--- config.mk ---
export PLATFORM = sky130hd
export DESIGN_NAME = fetch_unit
export DESIGN_NICKNAME = d
export VERILOG_FILES = /design/src/rtl/fetch_unit.sv
export SDC_FILE = /design/constraint.sdc
export NUM_CORES = 1
export LEC_CHECK = 0
export ABC_CLOCK_PERIOD_IN_PS = 21600
export BUFFER_PORTS_ARGS = -buffer_cell sky130_fd_sc_hd__buf_2
export CAP_MARGIN = 30
export CORE_MARGIN = 2
export CORE_UTILIZATION = 48
export DETAILED_ROUTE_END_ITERATION = 8
export GPL_ROUTABILITY_DRIVEN = 0
export PLACE_DENSITY = 0.72
export SLEW_MARGIN = 10
export SYNTH_ARGS = -nofsm -noshare
export SYNTH_HDL_FRONTEND = slang
export SYNTH_SLANG_ARGS = --single-unit
export TNS_END_PERCENT = 50
--- constraint.sdc ---
create_clock -name clk -period 21.6 [get_ports clk]
set_input_delay 2.16 -clock clk [delete_from_list [all_inputs] [get_ports clk]]
set_output_delay 2.16 -clock clk [all_outputs]
set_load 0.01 [all_outputs]
--- src/rtl/fetch_unit.sv ---
// fetch_unit: instruction fetch stage feeding decode.
// Holds the PC, issues one instruction-memory read per instruction, hands
// {instr, pc} to decode and picks the next PC from decode's next_pc_* outputs.
// Branches park the stage until exec resolves them; JALR parks it until the
// target register value arrives. This block performs no PC arithmetic.
//
// Handshakes:
//   imem : imem_req is a one-cycle pulse; imem_addr is held from that pulse
//          until imem_valid. imem_valid is only honoured in MEM.
//   decode: order=1 means instr/pc are valid; they stay stable until decode
//          raises done in a cycle where order=1, and the transfer happens at
//          that edge. done while order=0 has no effect.
module fetch_unit #(
    parameter int unsigned    W        = 32,
    parameter logic [W-1:0]   RESET_PC = '0
) (
    input  logic         clk,
    input  logic         rst,
    output logic         imem_req,
    output logic [W-1:0] imem_addr,
    input  logic         imem_valid,
    input  logic [W-1:0] imem_rdata,
    output logic         order,
    output logic [W-1:0] instr,
    output logic [W-1:0] pc,
    input  logic         done,
    input  logic         next_pc_normal,
    input  logic         next_pc_wait_type,
    input  logic [W-1:0] next_pc,
    input  logic [W-1:0] next_pc_branched,
    input  logic         br_valid,
    input  logic         br_taken,
    input  logic         jr_valid,
    input  logic [W-1:0] jr_addr,
    output logic [31:0]  stall_cycles,
    output logic [2:0]   fsm_state
);

    typedef enum logic [2:0] {
        REQ     = 3'd0,
        MEM     = 3'd1,
        DEC     = 3'd2,
        WAIT_BR = 3'd3,
        WAIT_JR = 3'd4
    } state_t;

    state_t       state;
    logic [W-1:0] pc_q;
    logic [W-1:0] fallthru_q;
    logic [W-1:0] taken_q;

    // The JALR target is always halfword-aligned by clearing bit 0, so that
    // bit of jr_addr is deliberately never looked at.
    logic         jr_addr_lsb_unused;
    assign jr_addr_lsb_unused = jr_addr[0];

    // State is exported unchanged for observation.
    assign fsm_state = state;

    // Fetch sequencer: all outputs and held PCs are registered here.
    always_ff @(posedge clk or posedge rst) begin
        if (rst) begin
            state        <= REQ;
            pc_q         <= RESET_PC;
            fallthru_q   <= '0;
            taken_q      <= '0;
            imem_req     <= 1'b0;
            imem_addr    <= RESET_PC;
            order        <= 1'b0;
            instr        <= '0;
            pc           <= RESET_PC;
            stall_cycles <= '0;
        end else begin
            // Every cycle parked on an unresolved target counts as a stall.
            if (state == WAIT_BR || state == WAIT_JR) begin
                stall_cycles <= stall_cycles + 32'd1;
            end

            case (state)
                REQ: begin
                    imem_req  <= 1'b1;
                    imem_addr <= pc_q;
                    state     <= MEM;
                end

                MEM: begin
                    imem_req <= 1'b0;
                    if (imem_valid) begin
                        instr <= imem_rdata;
                        pc    <= pc_q;
                        order <= 1'b1;
                        state <= DEC;
                    end
                end

                DEC: begin
                    if (done && order) begin
                        order <= 1'b0;
                        if (next_pc_normal) begin
                            pc_q  <= next_pc;
                            state <= REQ;
                        end else if (next_pc_wait_type) begin
                            fallthru_q <= next_pc;
                            taken_q    <= next_pc_branched;
                            state      <= WAIT_BR;
                        end else begin
                            state <= WAIT_JR;
                        end
                    end
                end

                WAIT_BR: begin
                    if (br_valid) begin
                        pc_q  <= br_taken ? taken_q : fallthru_q;
                        state <= REQ;
                    end
                end

                WAIT_JR: begin
                    if (jr_valid) begin
                        pc_q  <= {jr_addr[W-1:1], 1'b0};
                        state <= REQ;
                    end
                end

                default: begin
                    state <= REQ;
                end
            endcase
        end
    end

endmodule

# Word-level counts from Yosys, hierarchy flattened
# Index checks and enable logic that the tools add are counted.
dict set report word_totals {
  reg_bits 229
  latchBits 0
  in_bits 137
  mem_count 0
  ramBits 0
  rom_bits 0
}
dict set report op_classes {
  n_div 0
  n_lt_le_gt_ge 0
  n_addsub 1
  n_bitwise 1
  n_shift 0
  muxes 17
  n_mul 0
  n_reduce_logical 11
  eq_ne 9
}
# op n
set op_table {}
lappend op_table {{2-to-1 mux 32 bit} 5}
lappend op_table {{case mux 32 bit (3 select lines)} 1}
lappend op_table {{adder 32 x 1 -> 32 bit (second input constant)} 1}
lappend op_table {{2-to-1 mux 3 bit} 6}
lappend op_table {{case mux 3 bit (5 select lines)} 1}
lappend op_table {{inequality test 2 bit (second input constant)} 5}
lappend op_table {{AND reduction 4 bit} 2}
lappend op_table {{equality test 3 x 2 -> 1 bit (second input constant)} 2}
lappend op_table {{AND reduction 5 bit} 1}
lappend op_table {{case mux 1 bit (2 select lines)} 2}
lappend op_table {{nonzero test 2 bit} 2}
lappend op_table {{equality test 3 x 1 -> 1 bit (second input constant)} 1}
lappend op_table {{equality test 3 bit (second input constant)} 1}
lappend op_table {{logical NOT 3 bit} 1}
lappend op_table {{AND reduction 3 bit} 1}
lappend op_table {{nonzero test 3 bit} 1}
lappend op_table {{2-to-1 mux 1 bit} 2}
lappend op_table {{AND reduction 2 bit} 1}
lappend op_table {{logical AND 1 bit} 1}
lappend op_table {{logical OR 1 bit} 1}
lappend op_table {{NOT 1 bit} 1}

# Depth between registers and ports, before layout
# Gate-level depths: netlist of the first run.
dict set report logic_depth {
  depth_word 4
  mapped_depth 6
}

# Worst setup path before layout of the first run
# OpenSTA, ideal clock, no wires.
dict set report synth_path {
  kind {input-to-reg}
  from {input port br_taken}
  to {register pc_q[1]}
  stages 6
  setup_slack_ns 17.942
  arrival_ns 3.533
  cell_sequence {buf_2 > buf_1 > mux2i_1 > nor2_1 > a221o_1 > mux2_4}
}
dict set report synth_between {
  elab_chain_cells 3
}
# element line_no
set synth_lines {}
lappend synth_lines {{start, declared} 32} ;# input logic br_taken,
lappend synth_lines {{2-to-1 mux 32 bit} 114} ;# pc_q <= br_taken ? taken_q : fallthru_q;
lappend synth_lines {{2-to-1 mux 32 bit} 113} ;# if (br_valid) begin
lappend synth_lines {{case mux 32 bit (3 select lines)} 79} ;# case (state)
lappend synth_lines {{end signal, assigned} 100} ;# pc_q <= next_pc;
lappend synth_lines {{end signal, assigned} 114}
lappend synth_lines {{end signal, assigned} 121} ;# pc_q <= {jr_addr[W-1:1], 1'b0};
lappend synth_lines {{end, declared} 48} ;# logic [W-1:0] pc_q;
# No other way between the ends. The select of a mux whose other input is x is not followed.
# A chain may end at the register's enable or synchronous reset.

# Final worst setup path of the first run
dict set report layout_path {
  from {register state[0], in the netlist fsm_state[0]}
  to {output port fsm_state[0]}
}
# element line_no
set layout_rtl {}
lappend layout_rtl {{start, declared} 47} ;# state_t state;
lappend layout_rtl {{start signal, assigned} 63} ;# state <= REQ;
lappend layout_rtl {{start signal, assigned} 83} ;# state <= MEM;
lappend layout_rtl {{start signal, assigned} 92} ;# state <= DEC;
lappend layout_rtl {{end, declared} 36} ;# output logic [2:0] fsm_state
# No word-level cell between the ends.

==> flow_metrics.env, run 1 <==
export IMPL_leakagePower_nw=6.13
export IMPL_fp_dieW_um=148
export IMPL_cp_arrival_ps=1520
export IMPL_portBuffers=268
export IMPL_grt_pass1_vias=6558
export IMPL_grt_max_degree=103
export IMPL_rsz0062_at_grt="no"
export IMPL_cts_setup_buffers=0
export IMPL_hold_buffers=0
export IMPL_antenna_found_initial=4
export IMPL_syn_instance_count=684
export IMPL_synthXorXnorAreaFrac_pct=2.74
export IMPL_cts_buffers_inserted=25
export IMPL_track_usage_pct=21.1
export IMPL_yosysMostFrequentCell="dfrtp_1"
export IMPL_synth_top_area_share_pct=57.9
export IMPL_worstMarginPinSlew_ps=834
export IMPL_cts_sinks=229
export IMPL_setup_viol=0
export IMPL_syn2layout_area_growth_pct=24.1
export IMPL_final_cell_area_mm2=0.0123
export IMPL_first_pass_iters=4
export IMPL_tns_ps=0
export IMPL_synth_common_cells="229 x dfrtp_1, 158 x mux2_2, 38 x nor2_1"
export IMPL_cp_top_family="flip-flops"
export IMPL_cp_max_fo=14
export IMPL_syn_area_mm2=0.00990
export IMPL_initial_core_util_pct=48.9
export IMPL_fmax_mhz=272
export IMPL_fp_coreArea_mm2=0.0202
export IMPL_yosys_area_share_simple_pct=5.85
export IMPL_grt_busiest_layer="met2"
export IMPL_clockRootBuffer="clkbuf_16"
export IMPL_ys_flop_type="dfrtp_1"
export IMPL_routed_via_density=5.28
export IMPL_ys_types=42
export IMPL_synthMuxAreaShare_pct=26.4
export IMPL_synth_compound_area_share_pct=4.21
export IMPL_period_share_pct=17.0
export IMPL_slew_headroom_pct=44.4
export IMPL_seq_area_frac_synth_pct=57.9
export IMPL_drive_gt1_share_pct=53.7
export IMPL_critical_path_required_ps=19440
export IMPL_hold_path_class="reg -> reg"
export IMPL_syn_num_nets=822
export IMPL_cp_depth=1
export IMPL_end_kind="primary output"
export IMPL_slew_violations=0
export IMPL_yosys_warnings=0
export IMPL_cp_slowest_cell="dfrtp_1"
export IMPL_min_period_ps=3680
export IMPL_slowest_delay_ps=740
export IMPL_final_nets=1087
export IMPL_finalHoldViolCount=0
export IMPL_synth_area_top_cells="dfrtp_1 58%, mux2_2 18%, mux2_4 4.5%"
export IMPL_yosysTopAreaCell="dfrtp_1"
export IMPL_placedInstanceArea_mm2=0.0115
export IMPL_overflow=0
export IMPL_cp_start_kind="register"
export IMPL_met1_usage_pct=27.5
export IMPL_core_rowCount=52
export IMPL_vias=6537
export IMPL_synth_edff_count=0
export IMPL_synth_top_family_by_area="multiplexers"
export IMPL_grt_pass1_wl_um=36600
export IMPL_use_met3_pct=6.36
export IMPL_drt_wirelength_per_cell_um=18.9
export IMPL_async_flop_share_pct=100
export IMPL_cts_tree="yes"
export IMPL_synth_adder_area_share_pct=0.126
export IMPL_dp_hpwl_um=15800
export IMPL_critPathKind="reg -> out"
export IMPL_clk_latency_ps=520
export IMPL_cap_violations=0
export IMPL_globalRouteMet2Util_pct=35.0
export IMPL_cp_buffers_inverters=1
export IMPL_ir_drop_v=0.0000784
export IMPL_clkTransAtPathRegs_ps=60
export IMPL_ant_nets=0
export IMPL_r2r_cells=3
export IMPL_drc_errors=0
export IMPL_skew_ps=25.2
export IMPL_dr_first_iter_drc_count=206
export IMPL_post_synth_cell_area_avg_um2=14.5
export IMPL_wirelength_um=23400
export IMPL_io_pin_count=270
export IMPL_htreeDepth=1
export IMPL_cts_resized=0
export IMPL_power_density_mw_per_mm2=137
export IMPL_holdPathStages=1
export IMPL_clk_path_buf_depth=3
export IMPL_path_cells="buf_2"
export IMPL_synth_seq_cells=229
export IMPL_die_area_mm2=0.0218
export IMPL_die_h_um=148
export IMPL_status="finished clean"
final cells by class:
type	count	area, um^2
fillers	1612	7950
flip-flops and latches	229	5730
multi-input cells	408	3920
repair buffers	279	1470
clock buffers	40	762
well taps	270	338
inverters	6	30.0
clock inverters	5	28.8
diodes	2	5.00
power breakdown:
group | internal, mW | switching [mW] | leakage [nW]
Combinational | 0.318 | 0.263 | 2.82
Clock | 0.240 | 0.163 | 0.394
Sequential | 0.593 | 0.102 | 2.91
Total | 1.15 | 0.528 | 6.13
registers in the layout, summed over array words and instances, names as in the netlist:
signal / cells
fallthru_q: 32
imem_addr: 32
instr: 32
pc: 32
pc_q: 32
stall_cycles: 32
taken_q: 32
fsm_state: 3
imem_req: 1
order: 1
final timing paths:
check,slack (ps),end,from
worst min register to register,490,stall_cycles[20],stall_cycles[20]
min in group asynchronous,1800,instr[15],rst
worst min-delay path,490,stall_cycles[20],stall_cycles[20]
worst max register to register,18930,instr[8],fsm_state[0]
max in group asynchronous,18470,pc_q[1],rst
worst max-delay path,17920,fsm_state[0],fsm_state[0]
placed cells by master, fill, tap and decap left out, types with 3 or more instances in the layout:
cell       instances
inv_1              5
clkbuf_16         25
clkinv_2           4
mux2_1             5
xor2_1             3
xnor2_1           28
mux2_2           158
nand2_1           10
and4_1             5
a21oi_1            3
a221o_1           31
nor2_1            38
and2_1             5
nand4_1           16
mux2i_1           33
and3_1             6
buf_4              7
buf_2            268
clkbuf_8           8
dfrtp_1          229
clkbuf_1           7
mux2_4            30
nand3_1           10
cells by family after synthesis:
family          after synthesis
simple gates                105
buf+inv                      47
mux                         226
xor+xnor                     31
compound gates               45
fa+ha+maj                     1
flops                       229
metal layers:
layer	routed length [um]	vias up
met5	27	-
met1	10000	3259
met4	529	4
met2	11000	214
li1	-	3016
met3	1790	44
metrics by stage:
stage	total power, mW	utilization [%]	setup WS (ps)	hold slack (ps)	std cells
global placement	1.26	56.4	17350	459	1188
global route	1.77	60.7	17850	500	1238
detailed placement	1.29	56.8	17500	479	1192
CTS	1.70	60.7	17920	489	1237
finish	1.68	60.7	17920	487	1239
floorplan	1.08	-	13160	464	684
Note: power is estimated with default switching activity, not from simulation.
==> run 2, diff against run 1 <==
- ABC_CLOCK_PERIOD_IN_PS: 21600 -> 3700
- clock period: 21.6 -> 3.7 ns (I/O delays scaled with it)
==> run 2 against run 1 <==
  * Register-to-register slack got worse by 18000 ps
  * Global-route usage is 0.054 points higher
  * Die area unchanged
  * Flip-flop and latch count is the same
  * Critical endpoint is now stall_cycles[6]
  * Utilization grew 0.77 points
  * Count of clock-buffer cells in the layout decreased by 9
  * Hold slack lost 480 ps
  * Setup slack worse by 17000 ps
==> flow_metrics.env, run 2 (synthesis gave the netlist of run 1 again) <==
export IMPL_p_comb_share_pct=33.5
export IMPL_die_h_um=148
export IMPL_internal_power_mw=7.08
export IMPL_grt_pass1_wl_um=36800
export IMPL_sw_frac_of_total_pct=30.6
export IMPL_fp_dieW_um=148
export IMPL_drt_wirelength_per_cell_um=18.9
export IMPL_hold_path_class="in -> async"
export IMPL_critical_path_required_ps=4130
export IMPL_fp_coreArea_mm2=0.0202
export IMPL_cp_start_kind="register"
export IMPL_htreeDepth=1
export IMPL_dr_first_iter_drc_count=201
export IMPL_initial_core_util_pct=48.9
export IMPL_first_pass_iters=4
export IMPL_ant_nets=0
export IMPL_regArea_mm2=0.00573
export IMPL_mostFrequentLayoutCells="268 x buf_2, 229 x dfrtp_1, 158 x mux2_2, 38 x nor2_1, 33 x mux2i_1"
export IMPL_p_sw_mw=3.12
export IMPL_clkTransAtPathRegs_ps=60
export IMPL_wirelength_um=23500
export IMPL_cp_top_family="simple AND/OR/NAND/NOR gates"
export IMPL_cts_resized=0
export IMPL_dp_hpwl_um=16000
export IMPL_hold_buffers=0
export IMPL_power_share_sequential_pct=39.6
export IMPL_dp_worst_setup_slack_ps=1110
export IMPL_cp_buffers_inverters=0
export IMPL_power_density_mw_per_mm2=820
export IMPL_drive_gt1_share_pct=53.8
export IMPL_tns_ps=0
export IMPL_end_kind="register"
export IMPL_path_cells="nand3b_2 -> a21oi_2 -> and4_1 -> xor2_1"
export IMPL_syn2layout_area_growth_pct=25.6
export IMPL_vias=6596
export IMPL_status="finished clean"
export IMPL_n_fill_cell=1604
export IMPL_clockRootBuffer="clkbuf_16"
export IMPL_portBuffers=268
export IMPL_grt_max_degree=97
export IMPL_total_power_mw=10.2
export IMPL_p_clk_share_pct=26.8
export IMPL_die_area_mm2=0.0218
export IMPL_cp_slowest_cell="a21oi_2"
export IMPL_final_common_cell="buf_2"
export IMPL_grt_pass1_vias=6950
export IMPL_finalHoldViolCount=0
export IMPL_leakagePower_nw=6.19
export IMPL_setup_viol=0
export IMPL_final_cell_area_mm2=0.0124
export IMPL_slowest_delay_ps=760
export IMPL_routed_via_density=5.32
export IMPL_core_rowCount=52
export IMPL_skew_ps=10.2
export IMPL_cp_max_fo=20
export IMPL_cts_setup_buffers=0
export IMPL_final_nets=1088
export IMPL_period_share_pct=69.3
export IMPL_clk_latency_ps=520
export IMPL_track_usage_pct=21.1
export IMPL_critPathKind="reg -> reg"
export IMPL_whs_ps=4.49
export IMPL_cts_tree="yes"
export IMPL_slew_headroom_pct=45.1
export IMPL_cp_arrival_ps=2990
export IMPL_fmax_mhz=390
export IMPL_multiInputGateArea_mm2=0.00392
export IMPL_worstMarginPinSlew_ps=822
export IMPL_placedInstanceArea_mm2=0.0115
export IMPL_overflow=0
export IMPL_cts_sinks=229
export IMPL_slew_violations=0
export IMPL_antenna_found_initial=4
export IMPL_fin_ws_ps=1140
export IMPL_rsz0062_at_grt="no"
export IMPL_clk_path_buf_depth=3
export IMPL_drc_errors=0
export IMPL_ir_drop_v=0.000494
export IMPL_io_pin_count=270
export IMPL_cts_buffers_inserted=25
export IMPL_min_period_ps=2560
export IMPL_cap_violations=0
[run 2: worst reg2reg max path: cells and delay by family, from the launching register on]
kind	cells	cell delay (ps)
DFF	1	700
and+or+nand+nor	2	860
xor gates and xnor gates	1	160
AOI/OAI and AO/OA	1	760
[run 2: area by class of cell]
| class | count | share of cell area, % |
|---|---|---|
| antenna | 2 | 0.0402 |
| clock buffer | 31 | 5.21 |
| clock inverter | 14 | 2.03 |
| inverter | 6 | 0.211 |
| multi-input combinational | 408 | 31.5 |
| sequential | 229 | 46.1 |
| tap | 270 | 2.72 |
| timing repair buffer | 280 | 12.2 |
[run 2: per-layer routing]
layer	up-vias	part of all wire (%)	track usage [%]
met3	37	8.6	6.64
li1	3011	-	-
met4	2	2.3	5.87
met1	3322	41	26.6
met2	224	48	35.5
met5	-	0.055	0
[run 2: per-stage QoR]
stage / utilization (%) / cells
after floorplan: - / 684
after global placement: 56.7 / 1190
after detailed placement: 57.0 / 1193
after CTS: 61.5 / 1238
after global routing: 61.5 / 1239
final: 61.5 / 1240
[run 2: worst paths after layout]
kind / from / endpoint / slack [ps] / cells past startpoint
max: fsm_state[0] / stall_cycles[6] / 1140 / 4
min: rst / instr[0] / 4 / 2
max in group asynchronous: rst / taken_q[26] / 2740 / 3
min reg2reg: stall_cycles[31] / stall_cycles[31] / 470 / 1
min in group clk: next_pc_branched[20] / taken_q[20] / 60 / 2
max reg2reg: fsm_state[0] / stall_cycles[6] / 1140 / 4
[run 2: power groups by stage]
stage	clock network [mW]	logic, mW	registers, mW
2_1_floorplan	0	2.09	4.22
3_3_place_gp	0	3.39	4.04
6_report	2.74	3.42	4.04
5_1_grt	2.91	3.69	4.17
4_1_cts	2.80	3.48	4.04
3_5_place_dp	0	3.47	4.08
==> run 3, diff against run 2 <==
- ABC_CLOCK_PERIOD_IN_PS: 3700 -> 2500
- clock period: 3.7 -> 2.5 ns (I/O delays scaled with it)
==> run 3 against run 2 <==
  * Global-route usage increased by 2.0 points
  * Via count increased by 7.0%
  * Critical path depth rose by 2
  * Critical path type unchanged
  * First-iteration DRC count shrank 5.5%
  * Sequential power is 49% higher
  * Wire length up 8.7%
  * Setup slack got worse by 850 ps
  * Utilization grew 4.6 points
  * Die area unchanged
==> flow_metrics.env, run 3 (synthesis gave the netlist of run 1 again) <==
export IMPL_status="finished clean"
export IMPL_antenna_found_initial=4
export IMPL_tns_ps=0
export IMPL_drive_gt1_share_pct=49.4
export IMPL_dr_first_iter_drc_count=190
export IMPL_fmax_mhz=452
export IMPL_p_clk_share_pct=23.0
export IMPL_fp_coreArea_mm2=0.0202
export IMPL_end_kind="register"
export IMPL_syn2layout_area_growth_pct=35.1
export IMPL_leakagePower_nw=6.60
export IMPL_final_common_cell="buf_2"
export IMPL_use_met3_pct=5.80
export IMPL_die_h_um=148
export IMPL_p_sw_mw=4.66
export IMPL_grt_pass1_vias=7575
export IMPL_skew_ps=12.4
export IMPL_hold_path_class="in -> reg"
export IMPL_cp_max_fo=9
export IMPL_ant_nets=0
export IMPL_first_pass_iters=4
export IMPL_htreeDepth=1
export IMPL_cts_tree="yes"
export IMPL_critPathKind="reg -> reg"
export IMPL_ir_drop_v=0.000735
export IMPL_cp_start_kind="register"
export IMPL_period_share_pct=88.5
export IMPL_n_fill_cell=1454
export IMPL_mostFrequentLayoutCells="268 x buf_2, 229 x dfrtp_1, 158 x mux2_2, 96 x dlygate4sd3_1, 38 x nor2_1"
export IMPL_slew_headroom_pct=47.5
export IMPL_setup_viol=0
export IMPL_multiInputGateArea_mm2=0.00392
export IMPL_fin_util_pct=66.1
export IMPL_io_pin_count=270
export IMPL_power_density_mw_per_mm2=1100
export IMPL_clkTransAtPathRegs_ps=60
export IMPL_globalRouteMet2Util_pct=40.0
export IMPL_clk_path_buf_depth=3
export IMPL_grt_pass1_wl_um=40400
export IMPL_power_share_sequential_pct=40.9
export IMPL_fp_dieW_um=148
export IMPL_overflow=0
export IMPL_wirelength_um=25500
export IMPL_finalHoldViolCount=0
export IMPL_rsz0062_at_grt="no"
export IMPL_vias=7057
export IMPL_sw_frac_of_total_pct=31.8
export IMPL_clockRootBuffer="clkbuf_16"
export IMPL_final_nets=1198
export IMPL_critical_path_required_ps=2890
export IMPL_fin_ws_ps=288
export IMPL_cts_sinks=229
export IMPL_cap_violations=0
export IMPL_dp_hpwl_um=16300
export IMPL_clk_latency_ps=520
export IMPL_met1_usage_pct=28.2
export IMPL_portBuffers=268
export IMPL_grt_max_degree=55
export IMPL_initial_core_util_pct=48.9
export IMPL_track_usage_pct=23.2
export IMPL_p_comb_share_pct=36.1
export IMPL_min_period_ps=2210
export IMPL_core_rowCount=52
export IMPL_internal_power_mw=10.0
export IMPL_dp_worst_setup_slack_ps=466
export IMPL_slew_violations=0
export IMPL_worstMarginPinSlew_ps=786
export IMPL_grt_busiest_layer="met2"
export IMPL_routed_via_density=5.24
export IMPL_drt_wirelength_per_cell_um=18.9
export IMPL_cp_arrival_ps=2600
export IMPL_cts_buffers_inserted=24
export IMPL_regArea_mm2=0.00573
export IMPL_drc_errors=0
export IMPL_die_area_mm2=0.0218
==> run 3: changes by cell type in the layout (fill, tap and decap cells not counted), moves of 2 or more <==
cell / change
buf_12: +2
buf_4: +14
bufinv_16: -6
clkbuf_8: +3
dlygate4sd3_1: +96
inv_6: -2
==> run 3: worst paths after layout <==
path,start,end,slack [ps],cells past startpoint
max,fsm_state[0],fsm_state[2],290,6
min,imem_rdata[17],instr[17],20,2
max reg2reg,fsm_state[0],fsm_state[2],290,6
min reg2reg,stall_cycles[31],stall_cycles[31],480,1
max in group asynchronous,rst,taken_q[22],1340,4
min in group asynchronous,rst,instr[0],430,3
==> run 3: power by group through the flow <==
stage / combinational [mW] / clock [mW] / sequential [mW]
CTS: 5.34 / 3.45 / 5.98
global placement: 5.07 / 0 / 5.96
floorplan: 3.10 / 0 / 6.24
global route: 5.70 / 3.62 / 6.16
finish: 5.30 / 3.37 / 6.00
detailed placement: 5.19 / 0 / 6.02
==> run 3: layout make-up <==
class / instances / area share [%]
well taps: 270 / 2.53
clock buffers: 34 / 5.00
clock inverters: 7 / 0.533
diodes: 3 / 0.0561
repair buffers: 391 / 19.6
flip-flops and latches: 229 / 42.8
inverters: 6 / 0.196
multi-input cells: 408 / 29.3
==> run 3: timing repair <==
action	4_1_cts	5_1_grt
resized for setup	0	0
endpoints found under the setup margin	0	0
hold endpoints to repair	114	0
hold buffers	96	0
buffers inserted	0	0
==> run 3: metrics by stage <==
step	instances	hold WS (ps)	instance area [um^2]	power, mW
2_1_floorplan	684	353	9900	9.34
3_3_place_gp	1208	430	11700	11.0
3_5_place_dp	1208	436	11700	11.2
4_1_cts	1345	3.98	13400	14.8
5_1_grt	1347	6.86	13400	15.5
6_report	1348	24.5	13400	14.7
==> run 3: worst max-delay path, stage by stage, from the launching register on <==
cell and delay, ps:
dfrtp_1 500, buf_4 230, nor3b_1 230, a31oi_1 60
o21ai_0 360, o32ai_1 140, dlygate4sd3_1 570
==> run 3: per-layer routing <==
layer  vias to the layer above  share of wire, %  wire length [um]
li1                       3239                 -                 -
met1                      3514                41             10400
met2                       242                50             12700
met3                        60               6.6              1680
met4                         2               2.9               745
met5                         -             0.043                11
